File: config.mk
export PLATFORM = sky130hd
export DESIGN_NAME = button_events_flat
export DESIGN_NICKNAME = d
export VERILOG_FILES = /design/src/rtl/button_events_if.sv /design/src/rtl/button_events.sv /design/src/flat_wrapper.sv
export SDC_FILE = /design/constraint.sdc
export NUM_CORES = 1
export LEC_CHECK = 0
export ABC_AREA = 1
export ABC_CLOCK_PERIOD_IN_PS = 2000
export CORE_UTILIZATION = 34
export DETAILED_ROUTE_END_ITERATION = 6
export GPL_TIMING_DRIVEN = 0
export PLACE_DENSITY = 0.59
export SLEW_MARGIN = 30
export SYNTH_ARGS = -nofsm -noshare
export SYNTH_HDL_FRONTEND = slang
export SYNTH_SLANG_ARGS = --single-unit
File: constraint.sdc
create_clock -name clk -period 2 [get_ports clk]
set_input_delay 0.2 -clock clk [delete_from_list [all_inputs] [get_ports clk]]
set_output_delay 0.2 -clock clk [all_outputs]
set_load 0.005 [all_outputs]
File: src/rtl/button_events_if.sv
// Event bus between the debounced button level and the stopwatch control FSM.
// The DUT side is the slave modport; the button/driver side is the master.
interface button_events_if;
    logic i_btn;
    logic o_press;
    logic o_release;
    logic o_long_press;
    logic o_repeat;
    logic o_held;

    modport slave (
        input  i_btn,
        output o_press, o_release, o_long_press, o_repeat, o_held
    );

    modport master (
        output i_btn,
        input  o_press, o_release, o_long_press, o_repeat, o_held
    );
endinterface

File: src/rtl/button_events.sv
// Turns a debounced button level into press/release/long-press/repeat strobes.
// Auto-repeat exists only when BUTTON_EVENTS_REPEAT_EN is defined.
module button_events #(
    parameter int CLK_FREQ_KHZ = 100_000,
    parameter int LONG_MS      = 1000,
    parameter int REPEAT_MS    = 200
) (
    input  logic           clk,
    input  logic           rst,
    button_events_if.slave bus
);
    localparam int PW = (CLK_FREQ_KHZ > 1) ? $clog2(CLK_FREQ_KHZ) : 1;
    localparam logic [PW-1:0] PRE_LAST  = PW'(CLK_FREQ_KHZ - 1);
    localparam logic [15:0]   LONG_LAST = 16'(LONG_MS - 1);

    if (LONG_MS < 1 || LONG_MS > 65535) begin : g_bad_long
        $error("button_events: LONG_MS out of range 1..65535");
    end
    if (REPEAT_MS < 1 || REPEAT_MS > 65535) begin : g_bad_repeat
        $error("button_events: REPEAT_MS out of range 1..65535");
    end

    typedef enum logic [1:0] {
        S_IDLE    = 2'd0,
        S_PRESSED = 2'd1,
        S_LONG    = 2'd2
    } state_t;

    state_t        r_state;
    state_t        w_state_nxt;
    logic          r_btn_q;
    logic [PW-1:0] r_pre;
    logic [15:0]   r_ms;
    logic          r_press, r_release, r_long_press, r_held;
    logic          w_press_nxt, w_release_nxt, w_long_nxt, w_cnt_clr;
    logic          w_rise, w_fall, w_tick;

    assign w_rise = bus.i_btn & ~r_btn_q;
    assign w_fall = ~bus.i_btn & r_btn_q;
    assign w_tick = (r_pre == PRE_LAST);

`ifdef BUTTON_EVENTS_REPEAT_EN
    localparam logic [15:0] REP_LAST = 16'(REPEAT_MS - 1);
    logic r_repeat;
    logic w_rep_nxt;
`endif

    // Loads even during reset so a button held through reset never looks like a rise.
    always_ff @(posedge clk) begin
        r_btn_q <= bus.i_btn;
    end

    always_ff @(posedge clk) begin
        if (rst) begin
            r_state <= S_IDLE;
        end else begin
            r_state <= w_state_nxt;
        end
    end

    // Thresholds compare against the value ms_cnt is about to reach on this tick,
    // so the strobe lands exactly LONG_MS / REPEAT_MS ticks after the clear.
    always_comb begin
        w_state_nxt   = r_state;
        w_press_nxt   = 1'b0;
        w_release_nxt = 1'b0;
        w_long_nxt    = 1'b0;
        w_cnt_clr     = 1'b0;
`ifdef BUTTON_EVENTS_REPEAT_EN
        w_rep_nxt     = 1'b0;
`endif
        case (r_state)
            S_IDLE: begin
                w_cnt_clr = 1'b1;
                if (w_rise) begin
                    w_state_nxt = S_PRESSED;
                    w_press_nxt = 1'b1;
                end
            end
            S_PRESSED: begin
                if (w_fall) begin
                    w_state_nxt   = S_IDLE;
                    w_release_nxt = 1'b1;
                    w_cnt_clr     = 1'b1;
                end else if (w_tick && r_ms == LONG_LAST) begin
                    w_state_nxt = S_LONG;
                    w_long_nxt  = 1'b1;
                    w_cnt_clr   = 1'b1;
                end
            end
            S_LONG: begin
                if (w_fall) begin
                    w_state_nxt   = S_IDLE;
                    w_release_nxt = 1'b1;
                    w_cnt_clr     = 1'b1;
`ifdef BUTTON_EVENTS_REPEAT_EN
                end else if (w_tick && r_ms == REP_LAST) begin
                    w_rep_nxt = 1'b1;
                    w_cnt_clr = 1'b1;
                end
`else
                end else begin
                    w_cnt_clr = 1'b1;
                end
`endif
            end
            default: begin
                w_state_nxt = S_IDLE;
                w_cnt_clr   = 1'b1;
            end
        endcase
    end

    always_ff @(posedge clk) begin
        if (rst || w_cnt_clr) begin
            r_pre <= '0;
            r_ms  <= '0;
        end else if (w_tick) begin
            r_pre <= '0;
            r_ms  <= r_ms + 16'd1;
        end else begin
            r_pre <= r_pre + PW'(1);
        end
    end

    always_ff @(posedge clk) begin
        if (rst) begin
            r_press      <= 1'b0;
            r_release    <= 1'b0;
            r_long_press <= 1'b0;
            r_held       <= 1'b0;
        end else begin
            r_press      <= w_press_nxt;
            r_release    <= w_release_nxt;
            r_long_press <= w_long_nxt;
            r_held       <= (w_state_nxt != S_IDLE);
        end
    end

`ifdef BUTTON_EVENTS_REPEAT_EN
    always_ff @(posedge clk) begin
        if (rst) begin
            r_repeat <= 1'b0;
        end else begin
            r_repeat <= w_rep_nxt;
        end
    end
    assign bus.o_repeat = r_repeat;
`else
    assign bus.o_repeat = 1'b0;
`endif

    assign bus.o_press      = r_press;
    assign bus.o_release    = r_release;
    assign bus.o_long_press = r_long_press;
    assign bus.o_held       = r_held;
endmodule

File: src/flat_wrapper.sv
// flat-port wrapper written by rule: the top's interface ports become plain ports
module button_events_flat 
#(
    parameter int CLK_FREQ_KHZ = 100_000,
    parameter int LONG_MS      = 1000,
    parameter int REPEAT_MS    = 200
)
  (clk, rst, bus_i_btn, bus_o_press, bus_o_release, bus_o_long_press, bus_o_repeat, bus_o_held);
  button_events_if bus_i ();
  input  logic clk;
  input  logic rst;
  input wire logic [$bits(bus_i.i_btn)-1:0] bus_i_btn;
  output wire logic [$bits(bus_i.o_press)-1:0] bus_o_press;
  output wire logic [$bits(bus_i.o_release)-1:0] bus_o_release;
  output wire logic [$bits(bus_i.o_long_press)-1:0] bus_o_long_press;
  output wire logic [$bits(bus_i.o_repeat)-1:0] bus_o_repeat;
  output wire logic [$bits(bus_i.o_held)-1:0] bus_o_held;
  assign bus_i.i_btn = bus_i_btn;
  assign bus_o_press = bus_i.o_press;
  assign bus_o_release = bus_i.o_release;
  assign bus_o_long_press = bus_i.o_long_press;
  assign bus_o_repeat = bus_i.o_repeat;
  assign bus_o_held = bus_i.o_held;
  button_events #(.CLK_FREQ_KHZ(CLK_FREQ_KHZ), .LONG_MS(LONG_MS), .REPEAT_MS(REPEAT_MS)) u_core (.clk(clk), .rst(rst), .bus(bus_i));
endmodule
# After elaboration in Yosys (flattened, before gate mapping)
# Cells that the tools add are included.
dict set report word_totals {
  latch_bits 0
  ramBits 0
  in_bits 3
  word_cells 40
  romBits 0
  regBits 40
  output_inout_bits 5
  n_memories 0
}
dict set report op_classes {
  bitwise 7
  div_mod_pow 0
  n_mul 0
  order_cmp 0
  n_eq_ne 4
  n_mux 10
  shift 0
  add_sub_neg 2
  n_reduce_logical 9
}
# operator n
set ops {}
lappend ops {{adder 17 x 1 -> 17 bit (second input constant)} 1}
lappend ops {{equality test 17 bit (second input constant)} 1}
lappend ops {{adder 16 x 1 -> 16 bit (second input constant)} 1}
lappend ops {{equality test 16 x 10 -> 1 bit (second input constant)} 1}
lappend ops {{2-to-1 mux 2 bit} 4}
lappend ops {{OR reduction 2 bit} 4}
lappend ops {{one-hot mux 2 bit (3 select lines)} 1}
lappend ops {{2-to-1 mux 1 bit} 5}
lappend ops {{inverter 1 bit} 5}
lappend ops {{OR reduction 3 bit} 1}
lappend ops {{AND 1 bit} 2}
lappend ops {{equality test 2 x 1 -> 1 bit (second input constant)} 1}
lappend ops {{equality test 2 bit (second input constant)} 1}
lappend ops {{zero test 2 bit} 1}
lappend ops {{nonzero test 2 bit} 1}
lappend ops {{logical AND 1 bit} 1}
lappend ops {{logical OR 1 bit} 1}

# Logic depth before layout (Yosys ltp)
# Gate-level depths: netlist of the first run.
dict set report depth {
  word_depth 7
  ltp_mapped 11
  ltp_nobuf 11
}

# Worst setup path after synthesis of the first run
# No wires, ideal clock.
dict set report synth_timing {
  path_type {register to register}
  start {register u_core.r_pre[0]}
  end {register u_core.r_ms[7]}
  path_slack_ns 0.545
  period_less_slack_ns 1.455
  n_path_buf 1
  t_required_ns 1.885
  setup_time_ns 0.115
  arrival_ns 1.340
  stages_incl_launch_ff 10
  cell_sequence {dfxtp_1 -> ha_1 -> nand2_2 -> nor2_4 -> nand3_2 -> nor2_8 -> nand2_2 -> nand3_2 -> buf_6 -> nor2_1}
}
dict set report synth_between {
  elab_chain_cells 6
}
# item line
set synth_rtl {}
lappend synth_rtl {{from (decl)} button_events.sv:32} ;# logic [PW-1:0] r_pre;
lappend synth_rtl {{from (signal assigned)} button_events.sv:122} ;# r_pre <= r_pre + PW'(1);
lappend synth_rtl {{equality test 17 bit (*)} button_events.sv:40} ;# assign w_tick = (r_pre == PRE_LAST);
lappend synth_rtl {{logical AND 1 bit} button_events.sv:85} ;# end else if (w_tick && r_ms == LONG_LAST) begin
lappend synth_rtl {{2-to-1 mux 1 bit} button_events.sv:85}
lappend synth_rtl {{2-to-1 mux 1 bit} button_events.sv:81} ;# if (w_fall) begin
lappend synth_rtl {{2-to-1 mux 1 bit} n/a}
lappend synth_rtl {{logical OR 1 bit} button_events.sv:115} ;# if (rst || w_cnt_clr) begin
lappend synth_rtl {{to (signal assigned)} button_events.sv:120} ;# r_ms <= r_ms + 16'd1;
lappend synth_rtl {{to (decl)} button_events.sv:33} ;# logic [15:0] r_ms;
# Every way passes the cells marked *; elsewhere a longest branch is shown, timed or not.
# A chain may end at the register's enable or synchronous reset.

# Worst setup path in the final report of the first run
dict set report layout_timing {
  start {register u_core.r_pre[0]}
  end {register u_core.r_ms[11]}
}
# The elaborated chain is that of the path after synthesis.

==> results.cfg, run 1 <==
[timing]
fmax_ghz = 0.581
fin_crit_sh = 0.860
finalSetupTns_ns = 0
setup_viol = 0
finalClockSkew_ns = 0.00753
fin_crit_ns = 1.72
layout_setup_ws_ns = 0.280
hold_viol = 0
maxSlewViolCount = 0
rsz0062_at_grt = false

[synthesis]
synth_cell_type_count = 33
synthArstFlopShare = 0
synth_ff_type = dfxtp_1
synth.largest_area_cell = dfxtp_1
synth.yosys.seq_area_share = 0.365
ys_ff_latch = 40
synth-edff-count = 0
syn-cell-area_mm2 = 0.00219
syn_avg_cell_area_um2 = 7.05
synthCells = 311
ys_warn_count = 0
yosys.area.top_type_share = 0.365
syn_nets = 320
ys_top_cells_by_area = dfxtp_1, nand2_1, nor2_1

[clock_tree]
cts_buffers = 5
post_cts_buffers = 0
cts.sinks = 40
clkLatencyLatePin_ns = 0.29
tritoncts = built
h-tree-depth = 2
cts_resized = 0
clk_path_buf_depth = 2
cts-root-buf = clkbuf_8
ctsHoldBuffers = 0
cts.clk_slew.worst_paths_ns = 0.08

[global_routing]
grt_first_pass_wirelength_um = 7530
grt_max_degree = 13
gr-total-overflow = 0
antenna_found_initial = 0
track_usage = 0.147
first_global_vias = 1686

[route]
via_count = 1862
wl_per_cell_um = 10.5
wirelength_um = 4210
drc = 0
drt-initial-drc-count = 94
detail-route-antenna-nets = 0
viasPerCell = 4.66
dr.pass1.iters = 4

[floorplanning]
die_width_um = 82.3
ios = 8
core_mm2 = 0.00606
start_util = 0.362
die-height_um = 82.3
dieArea_mm2 = 0.00677
rows = 28

[layout]
antenna_cells = 0
drive_above_1_share = 0.142
layout_common_cells = nand2_1, nor2_1, dfxtp_1
final_common_cell = nand2_1
nets = 333
area.growth.synth_to_final_pct = 12.8

[critical_path]
endpoint_kind = flip-flop
setup.worst_path.start_class = flip-flop
path_class = reg -> reg
crit_path_max_fanout = 10
cp.arrival_ns = 1.92
crit_required_ns = 2.20

[placement]
place_congestion = 0.835
dpl.hpwl_um = 3160
place_ws_ns = 0.211
port_buffers = 6

[run]
timing.max_cap.violations = 0

[min_path]
hp-class = in -> reg

[power_and_ir_drop]
powerDensity_mw_per_mm2 = 637
vdd_drop_max_v = 0.000321
leakagePower_nw = 0.952

[run_status]
status = complete, no violations
==> Yosys cell counts, types with 2 or more instances <==
master / count
nand2_1: 79
nor2_1: 42
dfxtp_1: 40
inv_1: 29
nand3_1: 21
inv_2: 14
a21oi_1: 13
xor2_1: 9
xnor2_1: 8
ha_1: 6
o21ai_0: 6
nand2_2: 5
nand4_1: 4
nor3_1: 4
o21ai_1: 4
nand3b_1: 3
nor2_2: 3
nor2_4: 3
buf_4: 2
nand3_2: 2
nor3_2: 2
==> cell type report <==
class | instances | area, µm²
clock inverters | 1 | 30.0
well taps | 75 | 93.8
flip-flops and latches | 40 | 801
fillers | 655 | 3590
plain buffers | 4 | 31.3
inverters | 44 | 168
multi-input cells | 223 | 1190
clock buffers | 7 | 96.3
repair buffers | 6 | 60.1
==> logic make-up (layout without fill, tap and decap cells) <==
kind of cell               after synthesis  count (layout)  synth area share
and+or+nand+nor                        174             174             0.381
buffers and inverters                   48              62            0.0907
DFF                                     40              40             0.365
AOI/OAI and AO/OA                       25              25            0.0594
xor gates and xnor gates                17              17            0.0679
adders and majority gates                6               6            0.0342
other                                    1               1           0.00171
==> flip-flops by register name (all words and copies together), names as in the netlist <==
signal                   cells
u_core.bus.o_long_press      1
u_core.r_state               2
u_core.r_btn_q               1
u_core.bus.o_release         1
u_core.bus.o_press           1
u_core.bus.o_held            1
u_core.r_ms                 16
u_core.r_pre                17
==> power by group <==
group	total, mW	switching [mW]	leakage (nW)	internal (mW)
clock	0.722	0.281	0.0645	0.440
combinational	0.0488	0.0276	0.565	0.0211
sequential	0.805	0.00356	0.323	0.802
==> critical path: stages, from the launching register on <==
cell	delay (ns)
dfxtp_1	0.36
ha_1	0.20
nand2_2	0.11
nor4_1	0.34
nand3_1	0.18
buf_2	0.23
nand2_1	0.07
nand2_1	0.05
nand2_1	0.05
inv_1	0.04
==> per-layer routing <==
| layer | track usage | wire [µm] | vias to the layer above |
|---|---|---|---|
| li1 | - | - | 995 |
| met1 | 0.189 | 2160 | 835 |
| met2 | 0.238 | 1850 | 27 |
| met3 | 0.0330 | 157 | 5 |
| met4 | 0.0526 | 38 | 0 |
| met5 | 0 | 0 | - |
==> stage by stage <==
| step | instances | util | hold slack, ns | power [mW] | cell area [µm²] |
|---|---|---|---|---|---|
| floorplan | 311 | - | 0.228 | 0.855 | 2190 |
| global placement | 392 | 0.387 | 0.433 | 0.873 | 2350 |
| detailed placement | 392 | 0.387 | 0.438 | 0.874 | 2350 |
| CTS | 400 | 0.408 | 0.424 | 1.61 | 2470 |
| global route | 400 | 0.408 | 0.419 | 1.65 | 2470 |
| finish | 400 | 0.408 | 0.428 | 1.58 | 2470 |
==> worst paths after layout <==
check / from / to / slack [ns] / cells after the start
worst max-delay path: u_core.r_pre[0]$_SDFF_PP0_ / u_core.r_ms[11]$_SDFFE_PP0P_ / 0.28 / 9
worst min register to register: u_core.r_pre[0]$_SDFF_PP0_ / u_core.r_pre[0]$_SDFF_PP0_ / 0.45 / 1
worst max register to register: u_core.r_pre[0]$_SDFF_PP0_ / u_core.r_ms[11]$_SDFFE_PP0P_ / 0.28 / 9
worst min-delay path: bus_i_btn / u_core.r_btn_q$_DFF_P_ / 0.43 / 1
(Power assumes the default switching activity.)
==> run 2, diff against run 1 <==
--- a/config.mk
+++ b/config.mk
@@ -7,10 +7,13 @@
 export LEC_CHECK = 0
 export ABC_AREA = 1
 export ABC_CLOCK_PERIOD_IN_PS = 2000
+export CORE_MARGIN = 2
 export CORE_UTILIZATION = 34
+export CTS_CLUSTER_DIAMETER = 50
 export DETAILED_ROUTE_END_ITERATION = 6
 export GPL_TIMING_DRIVEN = 0
 export PLACE_DENSITY = 0.59
+export SETUP_SLACK_MARGIN = 0.5
 export SLEW_MARGIN = 30
 export SYNTH_ARGS = -nofsm -noshare
 export SYNTH_HDL_FRONTEND = slang
==> run 2 against run 1 <==
  * Maximum frequency up 19%
  * Total power down 3.7%
  * Register-to-register slack improved by 0.28 ns
  * First-iteration DRC count decreased by 12%
  * Critical path depth increased by 1
  * Sequential share of layout area decreased by 2.6 points
  * Die area grew 4.9%
  * Clock skew grew 0.0012 ns
  * Combinational power increased by 27%
  * Worst setup slack gained 0.28 ns
  * Via count grew 2.5%
  * Critical endpoint is now u_core.r_ms[7]$_SDFFE_PP0P_
  * Highest routed layer unchanged
==> results.cfg, run 2 (synthesis results as in run 1) <==
[placement]
dpl.hpwl_um = 3070
place_inst = 394
port_buffers = 6
place_congestion = 0.813

[timing]
fin_crit_sh = 0.720
worst_hold_slack_ns = 0.414
maxSlewViolCount = 0
fin_crit_ns = 1.44
rsz0062_at_grt = true
finalSetupTns_ns = 0
setup_viol = 0
hold_viol = 0
finalClockSkew_ns = 0.00873
fmax_ghz = 0.694

[route]
drt-initial-drc-count = 83
wirelength_um = 4440
drc = 0
detail-route-antenna-nets = 0
via_count = 1909
wl_per_cell_um = 10.6
viasPerCell = 4.57
dr.pass1.iters = 4

[clock_tree]
clkLatencyLatePin_ns = 0.29
h-tree-depth = 2
cts.sinks = 40
cts_buffers = 5
cts.clk_slew.worst_paths_ns = 0.08
tritoncts = built
clk_path_buf_depth = 2
ctsHoldBuffers = 0
cts-root-buf = clkbuf_8

[layout]
largest_register_ffs = 17
layout_common_cells = nand2_1, nor2_1, inv_1, dfxtp_1, nand3_1
antenna_cells = 0
regMostFlops = u_core.r_pre
instances_no_fill = 418
n_fill_cell = 638
area.growth.synth_to_final_pct = 25.9
register_area_um2 = 822
final_common_cell = nand2_1
multi_input_area_mm2 = 0.00132
nets = 349
drive_above_1_share = 0.273
top_regs = u_core.r_pre x17, u_core.r_ms x16, u_core.r_state x2

[critical_path]
critPathSlowestCell = dfxtp_4
path_class = reg -> reg
endpoint_kind = flip-flop
crit_required_ns = 2.19
critPathTopFamily = simple AND/OR/NAND/NOR gates
path_cells = ha_4, nand2_4, nor2_4, nand3_4, nor2_8, buf_6, inv_4, nor2_4, xnor2_1, nor2_1
crit_path_max_fanout = 5
setup.worst_path.start_class = flip-flop
cp_num_buf_inv = 2
cp_common_cell = nor2_4
cp_slowest_stage_delay_ns = 0.36
cp.arrival_ns = 1.63

[global_routing]
grt_max_degree = 13
first_global_vias = 1752
gr-total-overflow = 0
track_usage = 0.127
antenna_found_initial = 0
grt_first_pass_wirelength_um = 7490

[floorplanning]
die_width_um = 84.3
rows = 29
start_util = 0.349
ios = 8
die-height_um = 84.3
dieArea_mm2 = 0.00711
core_mm2 = 0.00628

[power_and_ir_drop]
vdd_drop_max_v = 0.000402
powerDensity_mw_per_mm2 = 550
leakagePower_nw = 1.09

[run_status]
status = complete, no violations

[run]
timing.max_cap.violations = 0

[min_path]
hp-class = in -> reg
-- run 2: final cells by class --
| class | count | share of cell area |
|---|---|---|
| inverter | 44 | 0.0617 |
| buffer | 4 | 0.0150 |
| clock buffer | 6 | 0.0263 |
| multi-input combinational | 223 | 0.478 |
| sequential | 40 | 0.298 |
| tap | 77 | 0.0349 |
| clock inverter | 2 | 0.0127 |
| timing repair buffer | 22 | 0.0730 |
-- run 2: worst register-to-register path: stages (launching register included) --
cell	delay [ns]
dfxtp_4	0.36
ha_4	0.14
nand2_4	0.08
nor2_4	0.13
nand3_4	0.10
nor2_8	0.13
buf_6	0.14
inv_4	0.05
nor2_4	0.07
xnor2_1	0.11
nor2_1	0.05
-- run 2: where the power goes --
part | leakage, nW | internal (mW) | total, mW | switching (mW)
sequential | 0.330 | 0.800 | 0.803 | 0.00349
combinational | 0.709 | 0.0294 | 0.0619 | 0.0325
clock | 0.0552 | 0.371 | 0.652 | 0.282
total | 1.09 | 1.20 | 1.52 | 0.318
-- run 2: through the flow --
step | setup WS (ns) | cell area (µm²) | total power [mW] | utilization
after global placement | 0.259 | 2350 | 0.873 | 0.374
after global routing | 0.444 | 2760 | 1.58 | 0.440
after floorplan | 0.545 | 2190 | 0.855 | -
final | 0.559 | 2760 | 1.52 | 0.440
after CTS | 0.493 | 2580 | 1.54 | 0.411
after detailed placement | 0.243 | 2350 | 0.873 | 0.374
-- run 2: routing by layer --
layer	wire [µm]	part of all wire	global-route usage
met1	2110	0.48	0.159
met2	2200	0.50	0.218
met3	96	0.022	0.0285
met4	34	0.0077	0.0396
met5	0	0	0
-- run 2: timing repair --
item / 4_1_cts / 5_1_grt
endpoints found under the setup margin: 35 / 36
gates cloned: 1 / 1
buffers inserted: 6 / 8
endpoints found under the hold margin: 0 / 0
resized for setup: 19 / 34
pin swaps: 7 / 12
-- run 2: path summary, 6_finish.rpt --
kind	from	to	slack, ns	cells after the start
min reg2reg	u_core.r_ms[6]$_SDFFE_PP0P_	u_core.r_ms[6]$_SDFFE_PP0P_	0.50	2
max reg2reg	u_core.r_pre[1]$_SDFF_PP0_	u_core.r_ms[7]$_SDFFE_PP0P_	0.56	10
min	bus_i_btn	u_core.r_btn_q$_DFF_P_	0.41	1
max	u_core.r_pre[1]$_SDFF_PP0_	u_core.r_ms[7]$_SDFFE_PP0P_	0.56	10
==> run 3, diff against run 2 <==
--- a/config.mk
+++ b/config.mk
@@ -6,7 +6,7 @@
 export NUM_CORES = 1
 export LEC_CHECK = 0
 export ABC_AREA = 1
-export ABC_CLOCK_PERIOD_IN_PS = 2000
+export ABC_CLOCK_PERIOD_IN_PS = 1420
 export CORE_MARGIN = 2
 export CORE_UTILIZATION = 34
 export CTS_CLUSTER_DIAMETER = 50
==> constraint.sdc (replaced) <==
create_clock -name clk -period 1.42 [get_ports clk]
set_input_delay 0.142 -clock clk [delete_from_list [all_inputs] [get_ports clk]]
set_output_delay 0.142 -clock clk [all_outputs]
set_load 0.005 [all_outputs]
==> run 3 against run 2 <==
  * The flow now finishes with violations (setup timing)
  * Clock power rose by 46%
  * First-iteration DRC count grew 47%
  * Combinational power increased by 97%
  * Critical path depth down 1
  * Wire length up 4.9%
  * Largest power group unchanged
==> results.cfg, run 3 (synthesis results as in run 1) <==
[clock_tree]
h-tree-depth = 2
cts_buffers = 5
tritoncts = built
cts.sinks = 40
cts.clk_slew.worst_paths_ns = 0.08
cts-root-buf = clkbuf_8
clk_path_buf_depth = 2
clkLatencyLatePin_ns = 0.30

[route]
via_count = 1963
dr.pass1.iters = 4
drc = 0
viasPerCell = 4.67
detail-route-antenna-nets = 0
wirelength_um = 4660
drt-initial-drc-count = 122
wl_per_cell_um = 11.1

[layout]
largest_register_ffs = 17
utilization = 0.465
antenna_cells = 0
area.growth.synth_to_final_pct = 33.3
regMostFlops = u_core.r_pre
top_regs = u_core.r_pre x17, u_core.r_ms x16, u_core.r_state x2
nets = 351
layout_common_cells = nand2_1, nor2_1, dfxtp_1
drive_above_1_share = 0.356
final_common_cell = nand2_1
instances_no_fill = 420

[global_routing]
track_usage = 0.138
gr-total-overflow = 0
grt_max_degree = 14
grt_first_pass_wirelength_um = 8040
antenna_found_initial = 0
first_global_vias = 1842

[min_path]
hp-class = in -> reg
hold_depth = 1
hp-start = bus_i_btn

[timing]
finalSetupTns_ns = -1.45
rsz0062_at_grt = true
setup_viol = 32
maxSlewViolCount = 0
hold_viol = 0
fin_crit_ns = 1.52
fin_crit_sh = 1.07
layout_setup_ws_ns = -0.103
finalClockSkew_ns = 0.00963
worst_hold_slack_ns = 0.356
fmax_ghz = 0.656

[critical_path]
crit_required_ns = 1.65
critPathSlowestCell = dfxtp_4
path_cells = ha_4, nand2_8, nor2_4, nand3_4, nor2_8, buf_12, nor2_4, clkinv_4, nor3b_2
crit_end = u_core.r_pre[2]$_SDFF_PP0_
cp_num_buf_inv = 2
endpoint_kind = flip-flop
r2r_start = u_core.r_pre[1]$_SDFF_PP0_
critPathTopFamily = simple AND/OR/NAND/NOR gates
path_class = reg -> reg
r2r-end = u_core.r_pre[2]$_SDFF_PP0_
cp.depth = 9
crit_path_max_fanout = 10
worst_r2r_path_depth = 9
setup.worst_path.start_class = flip-flop
cp_slowest_stage_delay_ns = 0.36
cp_common_cell = nor2_4
cp-startpoint = u_core.r_pre[1]$_SDFF_PP0_
cp.arrival_ns = 1.75
rrSetupSlack_ns = -0.10

[floorplanning]
start_util = 0.349
die-height_um = 84.3
ios = 8
core_mm2 = 0.00628
rows = 29
die_width_um = 84.3
dieArea_mm2 = 0.00711

[placement]
place_inst = 394
port_buffers = 6
place_congestion = 0.824
dpl.hpwl_um = 3060

[run_status]
violations = setup timing
status = complete, but fails checks

[power_and_ir_drop]
vdd_drop_max_v = 0.000622
leakagePower_nw = 1.12
p_total_mw = 2.20
powerDensity_mw_per_mm2 = 754

[run]
timing.max_cap.violations = 0
[run 3: changes by cell type in the layout (fill, tap and decap cells not counted), moves of 3 or more]
cell	delta
buf_2	+4
o21ai_0	-3
nand2_2	+5
nand2_1	-6
o21ai_1	-3
nand3_1	-3
dfxtp_2	-3
clkdlybuf4s50_1	-4
o21ai_2	+6
nor2_4	+3
[run 3: per-stage QoR]
stage | cell area [µm²] | worst slack (ns)
3_3_place_gp | 2390 | -0.187
6_report | 2920 | -0.103
2_1_floorplan | 2240 | 0.00358
4_1_cts | 2760 | -0.0885
5_1_grt | 2920 | -0.188
3_5_place_dp | 2390 | -0.167
[run 3: area by class of cell]
class / instances / area (µm²)
clock buffers: 5 / 68.8
inverters: 44 / 185
fillers: 610 / 3360
well taps: 77 / 96.3
flip-flops and latches: 40 / 826
multi-input cells: 223 / 1450
plain buffers: 4 / 37.5
repair buffers: 24 / 216
clock inverters: 3 / 42.5
[run 3: timing repair]
action                                  CTS  global route
pin swaps                                13            16
gates cloned                              1             1
endpoints found under the setup margin   43            39
buffers inserted                         12             4
resized for setup                        63            32
hold buffers                              0             0
[run 3: layer usage]
| layer | global-route usage | share of wire | up-vias |
|---|---|---|---|
| li1 | - | - | 1037 |
| met3 | 0.0295 | 0.030 | 9 |
| met4 | 0.0484 | 0.018 | 0 |
| met5 | 0 | 0 | - |
| met1 | 0.173 | 0.47 | 882 |
| met2 | 0.232 | 0.48 | 35 |
[run 3: worst min-delay path by stage]
stage | end | slack [ns]
after floorplan | u_core.r_btn_q$_DFF_P_ | 0.17
after global placement | u_core.r_pre[0]$_SDFF_PP0_ | 0.43
after detailed placement | u_core.r_pre[0]$_SDFF_PP0_ | 0.43
after CTS | u_core.r_btn_q$_DFF_P_ | 0.35
after global routing | u_core.r_btn_q$_DFF_P_ | 0.36
final | u_core.r_btn_q$_DFF_P_ | 0.36
[run 3: power breakdown]
part / internal (mW) / switching (mW)
logic: 0.0585 / 0.0635
registers: 1.12 / 0.00585
clock network: 0.521 / 0.432
